### config.mk
export PLATFORM = sky130hd
export DESIGN_NAME = cnn_layer_sequencer
export DESIGN_NICKNAME = d
export VERILOG_FILES = /design/src/rtl/cnn_layer_sequencer.sv
export SDC_FILE = /design/constraint.sdc
export NUM_CORES = 1
export LEC_CHECK = 0
export BUFFER_PORTS_ARGS = -buffer_cell sky130_fd_sc_hd__buf_2
export CAP_MARGIN = 20
export CORE_AREA = 8 8 71 134
export CTS_CLUSTER_DIAMETER = 120
export DETAILED_ROUTE_END_ITERATION = 10
export DIE_AREA = 0 0 79 142
export GPL_TIMING_DRIVEN = 0
export HOLD_SLACK_MARGIN = 0.06
export PLACE_DENSITY = 0.64
export SETUP_SLACK_MARGIN = 0.3
export SLEW_MARGIN = 20
export SYNTH_ARGS = -nofsm -noshare
export SYNTH_HDL_FRONTEND = slang
export SYNTH_SLANG_ARGS = --single-unit
export TNS_END_PERCENT = 30
### constraint.sdc
create_clock -name clk_i -period 1.97 [get_ports clk_i]
set_input_delay 0.197 -clock clk_i [delete_from_list [all_inputs] [get_ports clk_i]]
set_output_delay 0.197 -clock clk_i [all_outputs]
set_load 0.01 [all_outputs]
### src/rtl/cnn_layer_sequencer.sv
// Purpose: frame controller; streams one raster-order feature map into the CNN input port, then starts each layer and waits for its done pulse.
// Latency: one cycle from upstream handshake to CNN write; layer start one cycle after last write or previous layer's done.
// Backpressure: pixel_ready_o drops while the output register holds an unaccepted pixel; one pixel per cycle when cnn_input_ready_i stays high.
//
// Ports:
//   clk_i, rst_i (sync, active-high)  start_i / abort_i        frame control
//   pixel_valid_i/_data_i/_ready_o    upstream raster pixel stream (valid-ready)
//   cnn_input_valid_o/_data_o/_addr_o/_ready_i  addressed pixel writes into the CNN
//   layer_start_o / layer_done_i      one-hot start pulse, per-layer done pulse
//   cur_layer_o, busy_o, frame_done_o, error_o, err_layer_o  status
module cnn_layer_sequencer #(
  parameter int F_IN_W1                = 29,
  parameter int F_IN_H1                = 29,
  parameter int FEATURE_MAP_RESOLUTION = 8,
  parameter int FEATURE_MAP_ADDRWIDE   = 10,
  parameter int NUM_LAYERS             = 3,
  parameter int TIMEOUT_CYCLES         = 65535,
  localparam int LAYER_W = (NUM_LAYERS > 1) ? $clog2(NUM_LAYERS) : 1
) (
  input  logic                              clk_i,
  input  logic                              rst_i,
  input  logic                              start_i,
  input  logic                              abort_i,
  input  logic                              pixel_valid_i,
  input  logic [FEATURE_MAP_RESOLUTION-1:0] pixel_data_i,
  output logic                              pixel_ready_o,
  output logic                              cnn_input_valid_o,
  output logic [FEATURE_MAP_RESOLUTION-1:0] cnn_input_data_o,
  output logic [FEATURE_MAP_ADDRWIDE-1:0]   cnn_input_addr_o,
  input  logic                              cnn_input_ready_i,
  output logic [NUM_LAYERS-1:0]             layer_start_o,
  input  logic [NUM_LAYERS-1:0]             layer_done_i,
  output logic [LAYER_W-1:0]                cur_layer_o,
  output logic                              busy_o,
  output logic                              frame_done_o,
  output logic                              error_o,
  output logic [LAYER_W-1:0]                err_layer_o
);

  localparam int N     = F_IN_W1 * F_IN_H1;
  localparam int CNT_W = $clog2(N + 1);
  localparam int WD_W  = $clog2(TIMEOUT_CYCLES + 1);

  typedef enum logic [2:0] {
    S_IDLE,
    S_LOAD,
    S_START,
    S_WAIT,
    S_DONE,
    S_ERROR
  } state_t;

  state_t             state;
  logic [CNT_W-1:0]   acc_cnt;   // pixels accepted from upstream this frame
  logic [WD_W-1:0]    wd_cnt;    // cycles spent in WAIT for the current layer
  logic               up_hs;
  logic               cnn_hs;
  logic               cur_done;
  logic               last_layer;
  logic [LAYER_W-1:0] next_layer;

  // Accept a new pixel only while the frame is incomplete and the output
  // register is empty or being drained this cycle.
  assign pixel_ready_o = (state == S_LOAD) && (acc_cnt < CNT_W'(N)) &&
                         (!cnn_input_valid_o || cnn_input_ready_i);
  assign up_hs      = pixel_valid_i && pixel_ready_o;
  assign cnn_hs     = cnn_input_valid_o && cnn_input_ready_i;
  assign cur_done   = layer_done_i[cur_layer_o];
  assign last_layer = (cur_layer_o == LAYER_W'(NUM_LAYERS - 1));
  assign next_layer = cur_layer_o + LAYER_W'(1);

  always_ff @(posedge clk_i) begin
    if (rst_i) begin
      state             <= S_IDLE;
      acc_cnt           <= '0;
      wd_cnt            <= '0;
      cnn_input_valid_o <= 1'b0;
      cnn_input_data_o  <= '0;
      cnn_input_addr_o  <= '0;
      layer_start_o     <= '0;
      cur_layer_o       <= '0;
      busy_o            <= 1'b0;
      frame_done_o      <= 1'b0;
      error_o           <= 1'b0;
      err_layer_o       <= '0;
    end else begin
      // Start and done are single-cycle pulses unless re-armed below.
      layer_start_o <= '0;
      frame_done_o  <= 1'b0;
      if (abort_i) begin
        state             <= S_IDLE;
        busy_o            <= 1'b0;
        cnn_input_valid_o <= 1'b0;
        error_o           <= 1'b0;
      end else begin
        case (state)
          S_IDLE: begin
            acc_cnt          <= '0;
            cnn_input_addr_o <= '0;
            cur_layer_o      <= '0;
            if (start_i) begin
              state  <= S_LOAD;
              busy_o <= 1'b1;
            end
          end
          S_LOAD: begin
            if (up_hs) begin
              cnn_input_data_o  <= pixel_data_i;
              cnn_input_addr_o  <= FEATURE_MAP_ADDRWIDE'(acc_cnt);
              cnn_input_valid_o <= 1'b1;
              acc_cnt           <= acc_cnt + CNT_W'(1);
            end else if (cnn_hs) begin
              cnn_input_valid_o <= 1'b0;
            end
            // Once all N pixels are accepted, the register holds the last
            // one; its drain completes the load phase.
            if (cnn_hs && (acc_cnt == CNT_W'(N))) begin
              state         <= S_START;
              cur_layer_o   <= '0;
              layer_start_o <= NUM_LAYERS'(1);
            end
          end
          S_START: begin
            state  <= S_WAIT;
            wd_cnt <= '0;
          end
          S_WAIT: begin
            // A done arriving on the final watchdog cycle still wins.
            if (cur_done) begin
              if (last_layer) begin
                state        <= S_DONE;
                frame_done_o <= 1'b1;
              end else begin
                state         <= S_START;
                cur_layer_o   <= next_layer;
                layer_start_o <= NUM_LAYERS'(1) << next_layer;
              end
            end else if (wd_cnt == WD_W'(TIMEOUT_CYCLES - 1)) begin
              state       <= S_ERROR;
              error_o     <= 1'b1;
              err_layer_o <= cur_layer_o;
            end else begin
              wd_cnt <= wd_cnt + WD_W'(1);
            end
          end
          S_DONE: begin
            state  <= S_IDLE;
            busy_o <= 1'b0;
          end
          S_ERROR: begin
            state <= S_ERROR;
          end
          default: begin
            state  <= S_IDLE;
            busy_o <= 1'b0;
          end
        endcase
      end
    end
  end

endmodule

Yosys cells after proc, flatten, opt, wreduce, memory -nomap -nowiden --
Index checks and enable logic that the tools add are counted.
Word-level totals: register bits 58, bits of input ports 17
Operators by class: add/sub/neg operators 3, magnitude comparators 2, equal/unequal tests 15, shift-type cells 1, muxes and demuxes 28, bitwise operators 4, reductions and logical operators 24
Operators by type and width (count):
- one-hot mux 10 bit (2 select lines) | 2
- two-way mux 16 bit | 2
- one-hot mux 16 bit (2 select lines) | 1
- two-way mux 3 bit | 7
- two-way mux 10 bit | 2
- adder 16 x 1 -> 16 bit, second input constant | 1
- == test 16 bit, second input constant | 1
- one-hot mux 3 bit (5 select lines) | 1
- != test 2 bit, second input constant | 6
- AND reduction 3 bit | 4
- adder 10 x 1 -> 10 bit, second input constant | 1
- == test 10 bit, second input constant | 1
- < comparator 10 bit, second input constant | 1
- AND reduction 4 bit | 2
- OR reduction 4 bit | 2
- == test 3 x 2 -> 1 bit, second input constant | 2
- two-way mux 1 bit | 6
- two-way mux 2 bit | 3
- one-hot mux 2 bit (3 select lines) | 1
- one-hot mux 3 bit (2 select lines) | 1
- nonzero test 2 bit | 3
- logical AND 1 bit | 5
- AND reduction 5 bit | 1
- inverter 1 bit | 4
- 16 further kinds | 17

Logic depth before layout (Yosys ltp) --
Gate-level depths: netlist of the first run.
depth after elaboration 6, depth in mapped cells 9, gate-level depth less buffers 7

Worst setup path after synthesis of the first run --
Ideal clock, no wire load.
path type register to register, start point register cur_layer_o[0], end point register wd_cnt[8], arrival 1.857 ns, slack 0.043 ns, stages on the path, launching flop included 7, buffers on the path 1, cells stage by stage dfxtp_1 > mux2i_1 > o21ai_1 > a211o_1 > clkbuf_1 > or3_1 > a21oi_1
On the way: word-level cells in the longest chain between the ends 4
Ends and longest elaborated chain:
- start: declaration | line 33 | output logic [LAYER_W-1:0] cur_layer_o,
- start signal: assignment | line 135 | cur_layer_o <= next_layer;
- binary-select mux 1 bit (select 2 bit) | line 68 | assign cur_done = layer_done_i[cur_layer_o];
- two-way mux 1 bit (implied by the code) | line 68
- != test 2 bit (no source line)
- AND reduction 4 bit (no source line)
- end signal: assignment | line 143 | wd_cnt <= wd_cnt + WD_W'(1);
- end: declaration | line 55 | logic [WD_W-1:0] wd_cnt;
No other way between the ends. The select of a mux whose other input is x is not followed. A chain may end at the register's enable or synchronous reset.

Final worst setup path of the first run --
start point register acc_cnt[4], end point register cur_layer_o[1]
On the way: word-level cells in the longest chain between the ends 4
Ends and longest elaborated chain:
- start: declaration | line 54 | logic [CNT_W-1:0] acc_cnt;
- start signal: assignment | line 111 | acc_cnt <= acc_cnt + CNT_W'(1);
- == test 10 bit | line 117 | if (cnn_hs && (acc_cnt == CNT_W'(N))) begin
- logical AND 1 bit | line 117
- != test 2 x 1 -> 1 bit (no source line)
- AND reduction 5 bit (no source line)
No other way between the ends.

==> results.txt, run 1 <==
CTS tree = done
Worst Path Buf+Inv = 1
violated checks = negative setup slack
Top-Level Pins = 47
IO buf count = 45
post-route cell area = 4040 sq um
Lkg Pwr = 1.64 nW
CTS root buf = clkbuf_16
fin cells = 529
max_cap viols = 0
RSZ-0062 raised after global routing = yes
crit path cell chain = buf_6 -> or4b_4 -> nor4_4 -> o2111ai_2 -> or3_4 -> a21oi_2
number of diodes = 0
number of DRC markers in iteration 0 = 192
Pre-antenna DRT Iters = 4
CP Class = register to register
worst clock skew = 0.00286 ns
WHS = 0.109 ns
Register Area = 1190 sq um
Async SR Flop Fraction = 0%
initial core utilization = 37.2%
worst stage delay on the critical path = 0.52 ns
WP data required = 2.22 ns
yosys warns = 0
final core occ = 51.6%
Cell variety after synth = 57
Max transition margin = 56.4%
# setup viols final = 1
Sum Neg Setup Slack = -0.00655 ns
Place WS = -0.111 ns
Cell Pwr Density = 720 nW/um^2
Worst Path Max Fanout = 5
Seq/Total Area, Yosys = 39.9%
Worst EP arrival = 2.23 ns
Clk pin slew, worst setup/hold paths = 0.05 ns
# DRC = 0
DP Area = 3260 sq um
setup slack after layout = -0.00655 ns
die width = 79 um
syn_nets = 377
Yosys reg bits = 58
average size of a mapped cell = 8.29 sq um
CTS buffer count = 9
WL/cell = 15.4 um
most frequent cells in the layout = buf_2, dfxtp_1, nand2_1
Pwr Total = 2.91 mW
DIE AREA = 11200 sq um
# clock sinks = 58
number of flops mapped to enable cells by yosys = 0
Final Hold Vio Count = 0
global route total overflow = 0
Achievable Freq = 506 MHz
status = finished with violations
Netlist Area Pre-Place = 2910 sq um
placed cell count = 492
Total GRT Usage = 14.2%
period utilization = 100%
HP Class = primary input to register
dominant synthesized flop cell = dfxtp_1
global-route wire length before repair = 12900 um
Placer Congestion = 0.835
# rows = 46
Core Area = 7830 sq um
Final HPWL DP = 5300 um
ANT nets after route = 0
routed vias/inst = 5.48
maximum vdd ir drop = 0.497 mV
clock period minus worst slack = 1.98 ns
Worst-Margin Slew = 0.649 ns
slowest stage cell, crit path = or4b_4
NumNets Final = 454
CTS H-tree lvls = 3
post-synthesis cell count = 351
CP top delay family = simple AND/OR/NAND/NOR gates
Clock Tree Buf Depth = 2
CP endpoint kind = register
footprint of the multi-input gates = 1810 sq um
vias in the first global route = 2637
commonest non-fill, non-tap cell in the layout = buf_2
pin count of the biggest net entering global routing = 11
initial antenna violation count = 0
P&R area growth vs syn = 38.6%
max-slew violation count = 0
Fillers = 757
final WL = 8120 um
Startpoint Class = register
share of layout cells above drive strength 1 = 37.0%
via count = 2897
Worst-Skew Late Latency = 0.33 ns
Die H = 142 um
registers in the layout, indices dropped and copies added, names as in the netlist, 2 cells and up:
register / cells
layer_start_o: 3
acc_cnt: 10
err_layer_o: 2
cur_layer_o: 2
state: 3
cnn_input_data_o: 8
wd_cnt: 16
cnn_input_addr_o: 10
where the power goes:
part	switching [mW]	leakage (nW)	internal (mW)	total, mW
registers	0.00490	0.475	1.18	1.18
logic	0.0962	1.01	0.0574	0.154
clock network	0.534	0.151	1.04	1.57
worst register-to-register path, stage by stage (launching register included):
cell and delay [ns]:
dfxtp_1 0.30, buf_6 0.12, or4b_4 0.52, nor4_4 0.28, o2111ai_2 0.19, or3_4 0.37, a21oi_2 0.13
cell families after synthesis:
| kind of cell | after synthesis | synth area share, % |
|---|---|---|
| DFF | 58 | 39.9 |
| AOI/OAI and AO/OA | 91 | 20.2 |
| buffers and inverters | 36 | 5.11 |
| muxes | 5 | 1.72 |
| xor gates and xnor gates | 1 | 0.301 |
| adders and majority gates | 9 | 3.87 |
| and+or+nand+nor | 151 | 28.9 |
cell usage after synthesis, drive strengths merged (3+ instances only):
master | n | area, sq um
nand4 | 9 | 56.3
ha | 9 | 113
clkbuf | 11 | 41.3
o211ai | 3 | 22.5
and3 | 10 | 63.8
and4 | 8 | 70.1
buf | 9 | 47.5
nor2 | 19 | 73.8
nor2b | 3 | 18.8
o21ai | 21 | 105
nand2 | 46 | 173
nand2b | 3 | 18.8
dfxtp | 58 | 1160
nor3 | 3 | 15.0
mux2i | 5 | 50.1
nand3 | 17 | 85.1
o31ai | 3 | 22.5
a41o | 4 | 41.3
inv | 16 | 60.1
a211o | 6 | 52.6
or3 | 16 | 100
a21oi | 34 | 174
nor4 | 6 | 67.6
path summary, 6_finish.rpt:
path | slack [ns] | depth (start not counted) | endpoint | start
max | -0.007 | 6 | cur_layer_o[1] | acc_cnt[4]
min | 0.11 | 3 | cnn_input_data_o[4] | pixel_data_i[4]
min reg2reg | 0.46 | 2 | cnn_input_addr_o[8] | cnn_input_addr_o[8]
max reg2reg | -0.007 | 6 | cur_layer_o[1] | acc_cnt[4]
layout make-up:
class                           instances  area share [%]
Buffer                                 20            3.66
Inverter                               16            1.49
Tap cell                               96            2.98
Timing Repair Buffer                   66            10.1
Clock buffer                           11            6.26
Sequential cell                        58            29.4
Clock inverter                          5            1.30
Multi-Input combinational cell        257            44.8
routing by layer:
metal / part of all wire, % / GRT usage [%] / wire (um)
met5: 0 / 0 / 0
met4: 1.5 / 7.67 / 122
met3: 7.2 / 4.81 / 585
met2: 45 / 20.1 / 3620
met1: 47 / 18.3 / 3790
what timing repair did:
action / in CTS / in global routing
hold buffers: 0 / 0
gates cloned: 2 / 1
setup endpoints to repair: 51 / 52
resized for setup: 34 / 69
pin swaps: 9 / 31
setup buffers: 5 / 13
(Power assumes the default switching activity.)
==> run 2: changes to the inputs <==
--- a/config.mk
+++ b/config.mk
@@ -8,12 +8,11 @@
 export BUFFER_PORTS_ARGS = -buffer_cell sky130_fd_sc_hd__buf_2
 export CAP_MARGIN = 20
 export CORE_AREA = 8 8 71 134
-export CTS_CLUSTER_DIAMETER = 120
 export DETAILED_ROUTE_END_ITERATION = 10
 export DIE_AREA = 0 0 79 142
 export GPL_TIMING_DRIVEN = 0
 export HOLD_SLACK_MARGIN = 0.06
-export PLACE_DENSITY = 0.64
+export PLACE_DENSITY = 0.62
 export SETUP_SLACK_MARGIN = 0.3
 export SLEW_MARGIN = 20
 export SYNTH_ARGS = -nofsm -noshare
==> constraint.sdc (replaced) <==
create_clock -name clk_i -period 2.25 [get_ports clk_i]
set_input_delay 0.225 -clock clk_i [delete_from_list [all_inputs] [get_ports clk_i]]
set_output_delay 0.225 -clock clk_i [all_outputs]
set_load 0.1 [all_outputs]
==> run 2 against run 1 <==
Compared with the run above:
- the run now ends clean
- combinational power down 7%
- hold slack better by 0.017 ns
- core utilization shrank 3.6 points
- final area shrank 7.1%
- critical path depth is the same
- register-to-register slack better by 0.30 ns
- critical path type unchanged
- largest power group unchanged
==> results.txt, run 2 (synthesized netlist as in run 1, its figures left out) <==
CP endpoint kind = register
Psw = 0.570 mW (-10%)
r2r setup slk = 0.30 ns (+0.30 ns)
routed vias/inst = 5.43 (-0.92%)
initial core utilization = 37.2% (unchanged)
Top-Level Pins = 47 (unchanged)
Core Area = 7830 sq um (unchanged)
Pwr Total = 2.44 mW (-16%)
number of diodes = 0 (unchanged)
Clk pin slew, worst setup/hold paths = 0.05 ns (about the same)
die width = 79 um (unchanged)
WHS = 0.125 ns (+0.0166 ns)
# setup viols final = 0 (-1)
ANT nets after route = 0 (unchanged)
sw frac = 23.4% (+1.5 points)
largest register by flop count = wd_cnt
Placer Congestion = 0.876 (+5.0%)
Startpoint Class = register
Crit Reg-Reg Startpoint = acc_cnt[4]
Register Area = 1180 sq um (-0.53%)
worst clock skew = 0.00792 ns (+0.00506 ns)
DIE AREA = 11200 sq um (unchanged)
placed cell count = 492 (unchanged)
Pre-antenna DRT Iters = 4 (unchanged)
post-route cell area = 3750 sq um (-7.1%)
max_cap viols = 0 (unchanged)
WL/cell = 14.8 um (-3.6%)
Final HPWL DP = 5380 um (+1.6%)
period utilization = 86.9% (-13 points)
footprint of the multi-input gates = 1680 sq um (-7.1%)
RSZ-0062 raised after global routing = yes
WP data required = 2.52 ns (+0.30 ns)
Cell Pwr Density = 650 nW/um^2 (-9.8%)
Place WS = 0.0569 ns (+0.168 ns)
max reg flops = 16 (unchanged)
pin count of the biggest net entering global routing = 11 (unchanged)
most frequent cells in the layout = dfxtp_1, nand2_1, buf_2
Worst Path Max Fanout = 9 (+4)
maximum vdd ir drop = 0.497 mV (+0.13%)
Worst-Skew Late Latency = 0.34 ns (about the same)
Worst-Margin Slew = 0.537 ns (-0.113 ns)
Max transition margin = 64.2% (+7.9 points)
CTS tree = done
Logic pwr share = 5.9% (+0.6 points)
CP Class = register to register
# DRC = 0 (unchanged)
worst r2r path cells = 6 (unchanged)
Sum Neg Setup Slack = 0 ns (+0.00655 ns)
setup slack after layout = 0.296 ns (+0.302 ns)
Final Hold Vio Count = 0 (unchanged)
Clock Tree Buf Depth = 2 (unchanged)
top flop regs = wd_cnt x16, acc_cnt x10, cnn_input_addr_o x10
crit path cell chain = buf_6 -> or4b_4 -> nor4_4 -> o2111ai_2 -> or3_1 -> a21oi_2
Fillers = 826 (+9.1%)
# rows = 46 (unchanged)
worst stage delay on the critical path = 0.52 ns (about the same)
Achievable Freq = 512 MHz (+1.1%)
CTS H-tree lvls = 3 (unchanged)
P&R area growth vs syn = 28.8%
HP Class = primary input to register
max-slew violation count = 0 (unchanged)
Reg power frac = 42.4% (+1.8 points)
# clock sinks = 58 (unchanged)
commonest non-fill, non-tap cell in the layout = dfxtp_1
Hold Crit Start = pixel_data_i[0]
global route total overflow = 0 (unchanged)
share of layout cells above drive strength 1 = 27.9% (-9.1 points)
number of DRC markers in iteration 0 = 203 (+5.7%)
status = completed
DP Area = 3290 sq um (+0.69%)
Worst EP arrival = 2.22 ns (about the same)
CTS buffer count = 9 (unchanged)
fin cells = 519 (-1.9%)
Total GRT Usage = 14.4% (+0.23 points)
final core occ = 47.9% (-3.6 points)
initial antenna violation count = 0 (unchanged)
slowest stage cell, crit path = or4b_4
R2R Path End = cur_layer_o[1]
CTS root buf = clkbuf_16
Clk pwr share = 51.7% (-2.4 points)
hold path depth = 3 (unchanged)
Int Pwr = 1.87 mW (-18%)
Die H = 142 um (unchanged)
clock period minus worst slack = 1.95 ns (-0.0221 ns)
vias in the first global route = 2751 (+4.3%)
Hold Path End = cnn_input_data_o[0]
NumNets Final = 444 (-2.2%)
global-route wire length before repair = 13000 um (+0.70%)
Lkg Pwr = 1.56 nW (-5.0%)
final WL = 7680 um (-5.4%)
IO buf count = 45 (unchanged)
via count = 2816 (-2.8%)
==> run 2: cell types whose count changed in the layout (fill, tap and decap cells not counted), sizes merged <==
cell and change:
clkbuf +4, buf -12, bufinv -1, clkinvlp -1
==> run 2: final cells by class <==
| type | instances | area share, % |
|---|---|---|
| Multi-Input combinational cell | 257 | 44.8 |
| Sequential cell | 58 | 31.5 |
| Timing Repair Buffer | 56 | 8.48 |
| Clock buffer | 13 | 6.94 |
| Tap cell | 96 | 3.20 |
| Buffer | 20 | 3.10 |
| Inverter | 16 | 1.60 |
| Clock inverter | 3 | 0.400 |
==> run 2: power by group through the flow <==
stage,clock network [mW],logic [mW],registers [mW]
after floorplan,0,0.0718,1.08
after global placement,0,0.139,1.06
after detailed placement,0,0.137,1.06
after CTS,1.28,0.142,1.04
after global routing,1.32,0.157,1.03
final,1.26,0.143,1.03
==> run 2: critical path: cells and delay by family, from the launching register on <==
| kind | cells | cell delay [ns] |
|---|---|---|
| compound gates | 2 | 0.31 |
| buf+inv | 1 | 0.13 |
| flops | 1 | 0.30 |
| simple gates | 3 | 1.15 |
==> run 2: repair_timing <==
item / in CTS / in global routing
setup endpoints to repair: 41 / 42
buffers inserted: 8 / 3
hold buffers: 0 / 0
pin swaps: 4 / 4
resized for setup: 23 / 15
==> run 2: worst max path at each step <==
stage	slack (ns)	end	startpoint	cells past startpoint
after global routing	0.20	error_o	wd_cnt[0]	13
final	0.30	cur_layer_o[1]	acc_cnt[4]	6
after global placement	0.06	wd_cnt[0]	wd_cnt[0]	9
after detailed placement	0.06	wd_cnt[11]	wd_cnt[0]	9
after CTS	0.27	cur_layer_o[1]	acc_cnt[4]	6
after floorplan	0.17	pixel_ready_o	state[2]	4
==> run 2: per-layer routing <==
metal,wire length (um),vias to the layer above,share of wire [%],global-route usage [%]
met2,3240,81,42,20.8
li1,-,1425,-,-
met5,0,-,0,0
met3,572,12,7.4,5.32
met1,3720,1298,48,18.2
met4,153,0,2.0,7.37
==> run 3: changes to the inputs <==
--- a/config.mk
+++ b/config.mk
@@ -12,9 +12,9 @@
 export DIE_AREA = 0 0 79 142
 export GPL_TIMING_DRIVEN = 0
 export HOLD_SLACK_MARGIN = 0.06
+export MAX_ROUTING_LAYER = met4
 export PLACE_DENSITY = 0.62
 export SETUP_SLACK_MARGIN = 0.3
-export SLEW_MARGIN = 20
 export SYNTH_ARGS = -nofsm -noshare
 export SYNTH_HDL_FRONTEND = slang
 export SYNTH_SLANG_ARGS = --single-unit
==> run 3 against run 2 <==
Compared with the run above:
- final area is the same
- global-route usage grew 0.40 points
- first-iteration DRC count is 6.4% higher
- flip-flop and latch count is the same
- sequential power barely moved
- largest cell class unchanged
- highest routed layer unchanged
==> results.txt, run 3 (synthesized netlist as in run 1, its figures left out) <==
CTS root buf = clkbuf_16
Achievable Freq = 512 MHz (about the same)
vias in the first global route = 2748 (-0.11%)
setup slack after layout = 0.295 ns (-0.000340 ns)
Clock Tree Buf Depth = 2 (unchanged)
Cell Pwr Density = 650 nW/um^2 (about the same)
Hold Crit Start = pixel_data_i[0]
HP Class = primary input to register
period utilization = 86.9% (about the same)
clock period minus worst slack = 1.95 ns (+0.000340 ns)
Hold Path End = cnn_input_data_o[0]
CP Class = register to register
# DRC = 0 (unchanged)
routed vias/inst = 5.43 (unchanged)
initial core utilization = 37.2% (unchanged)
footprint of the multi-input gates = 1680 sq um (unchanged)
commonest non-fill, non-tap cell in the layout = dfxtp_1
largest register by flop count = wd_cnt
ANT nets after route = 0 (unchanged)
via count = 2816 (unchanged)
max reg flops = 16 (unchanged)
# clock sinks = 58 (unchanged)
CTS tree = done
post-route cell area = 3750 sq um (unchanged)
number of DRC markers in iteration 0 = 216 (+6.4%)
Crit Reg-Reg Startpoint = acc_cnt[4]
hold path depth = 3 (unchanged)
worst r2r path cells = 6 (unchanged)
DIE AREA = 11200 sq um (unchanged)
Pre-antenna DRT Iters = 4 (unchanged)
# setup viols final = 0 (unchanged)
share of layout cells above drive strength 1 = 27.9% (unchanged)
Placer Congestion = 0.890 (+1.6%)
max_cap viols = 0 (unchanged)
Worst-Margin Slew = 0.537 ns (+0.000616 ns)
Top-Level Pins = 47 (unchanged)
Die H = 142 um (unchanged)
Final HPWL DP = 5380 um (unchanged)
CP top delay family = simple AND/OR/NAND/NOR gates
maximum vdd ir drop = 0.496 mV (-0.28%)
initial antenna violation count = 0 (unchanged)
top flop regs = wd_cnt x16, acc_cnt x10, cnn_input_addr_o x10
pin count of the biggest net entering global routing = 11 (unchanged)
WP data required = 2.51 ns (about the same)
status = completed
R2R Path End = cur_layer_o[1]
Lkg Pwr = 1.56 nW (unchanged)
Total GRT Usage = 14.8% (+0.40 points)
number of diodes = 0 (unchanged)
Worst-Skew Late Latency = 0.34 ns (about the same)
CTS H-tree lvls = 3 (unchanged)
# rows = 46 (unchanged)
die width = 79 um (unchanged)
global route total overflow = 0 (unchanged)
CTS Hold Bufs = 0 (unchanged)
r2r setup slk = 0.30 ns (about the same)
CP endpoint kind = register
Final Hold Vio Count = 0 (unchanged)
CTS buffer count = 9 (unchanged)
Worst EP arrival = 2.22 ns (about the same)
Register Area = 1180 sq um (unchanged)
slowest stage cell, crit path = or4b_4
Place WS = 0.0569 ns (unchanged)
crit path cell chain = buf_6 -> or4b_4 -> nor4_4 -> o2111ai_2 -> or3_1 -> a21oi_2
placed cell count = 492 (unchanged)
Clk pin slew, worst setup/hold paths = 0.05 ns (about the same)
Startpoint Class = register
Worst Path Max Fanout = 9 (unchanged)
IO buf count = 45 (unchanged)
Sum Neg Setup Slack = 0 ns (unchanged)
RSZ-0062 raised after global routing = yes
most frequent cells in the layout = dfxtp_1, nand2_1, buf_2
DP Area = 3290 sq um (unchanged)
fin cells = 519 (unchanged)
Core Area = 7830 sq um (unchanged)
Fillers = 826 (unchanged)
global-route wire length before repair = 13000 um (+0.15%)
worst stage delay on the critical path = 0.52 ns (about the same)
Worst Path Buf+Inv = 1 (unchanged)
WL/cell = 14.8 um (about the same)
P&R area growth vs syn = 28.8% (unchanged)
NumNets Final = 444 (unchanged)
final WL = 7690 um (about the same)
worst clock skew = 0.00818 ns (+0.000261 ns)
max-slew violation count = 0 (unchanged)
Max transition margin = 64.2% (about the same)
[run 3: worst max-delay path by stage]
stage / start / to / depth (start not counted)
floorplan: state[2] / pixel_ready_o / 4
global placement: wd_cnt[0] / wd_cnt[0] / 9
detailed placement: wd_cnt[0] / wd_cnt[11] / 9
CTS: acc_cnt[4] / cur_layer_o[1] / 6
global route: wd_cnt[0] / error_o / 13
finish: acc_cnt[4] / cur_layer_o[1] / 6
[run 3: power by group]
group	switching (mW)	leakage [nW]	total [mW]	internal [mW]
logic	0.103	0.944	0.143	0.0402
registers	0.00428	0.473	1.03	1.03
clock network	0.461	0.139	1.26	0.797
total	0.569	1.56	2.44	1.87
[run 3: metal layers]
metal  track usage (%)  part of all wire [%]  vias up
met5                 -                     0        -
met4              7.37                   2.1        0
met3              4.81                   6.2       12
met2              20.7                    42       78
met1              18.6                    49     1302
li1                  -                     -     1424
[run 3: worst register-to-register path, stage by stage, from the launching register on]
cell       delay, ns
dfxtp_1         0.30
buf_6           0.13
or4b_4          0.52
nor4_4          0.27
o2111ai_2       0.18
or3_1           0.36
a21oi_2         0.13
[run 3: through the flow]
step / utilization, % / hold slack (ns) / power (mW)
after floorplan: - / 0.361 / 1.15
after global placement: 42.0 / 0.440 / 1.19
after detailed placement: 42.0 / 0.444 / 1.19
after CTS: 47.0 / 0.117 / 2.46
after global routing: 47.9 / 0.130 / 2.51
final: 47.9 / 0.126 / 2.44
[run 3: area by class of cell]
cell class / instances / area share (%)
plain buffers: 20 / 3.10
clock buffers: 13 / 6.94
clock inverters: 3 / 0.400
inverters: 16 / 1.60
multi-input cells: 257 / 44.8
flip-flops and latches: 58 / 31.5
well taps: 96 / 3.20
repair buffers: 56 / 8.48
[run 3: what timing repair did]
action | 4_1_cts | 5_1_grt
endpoints found under the setup margin | 41 | 42
pin swaps | 4 | 4
setup buffers | 8 | 3
gates resized for setup | 23 | 15
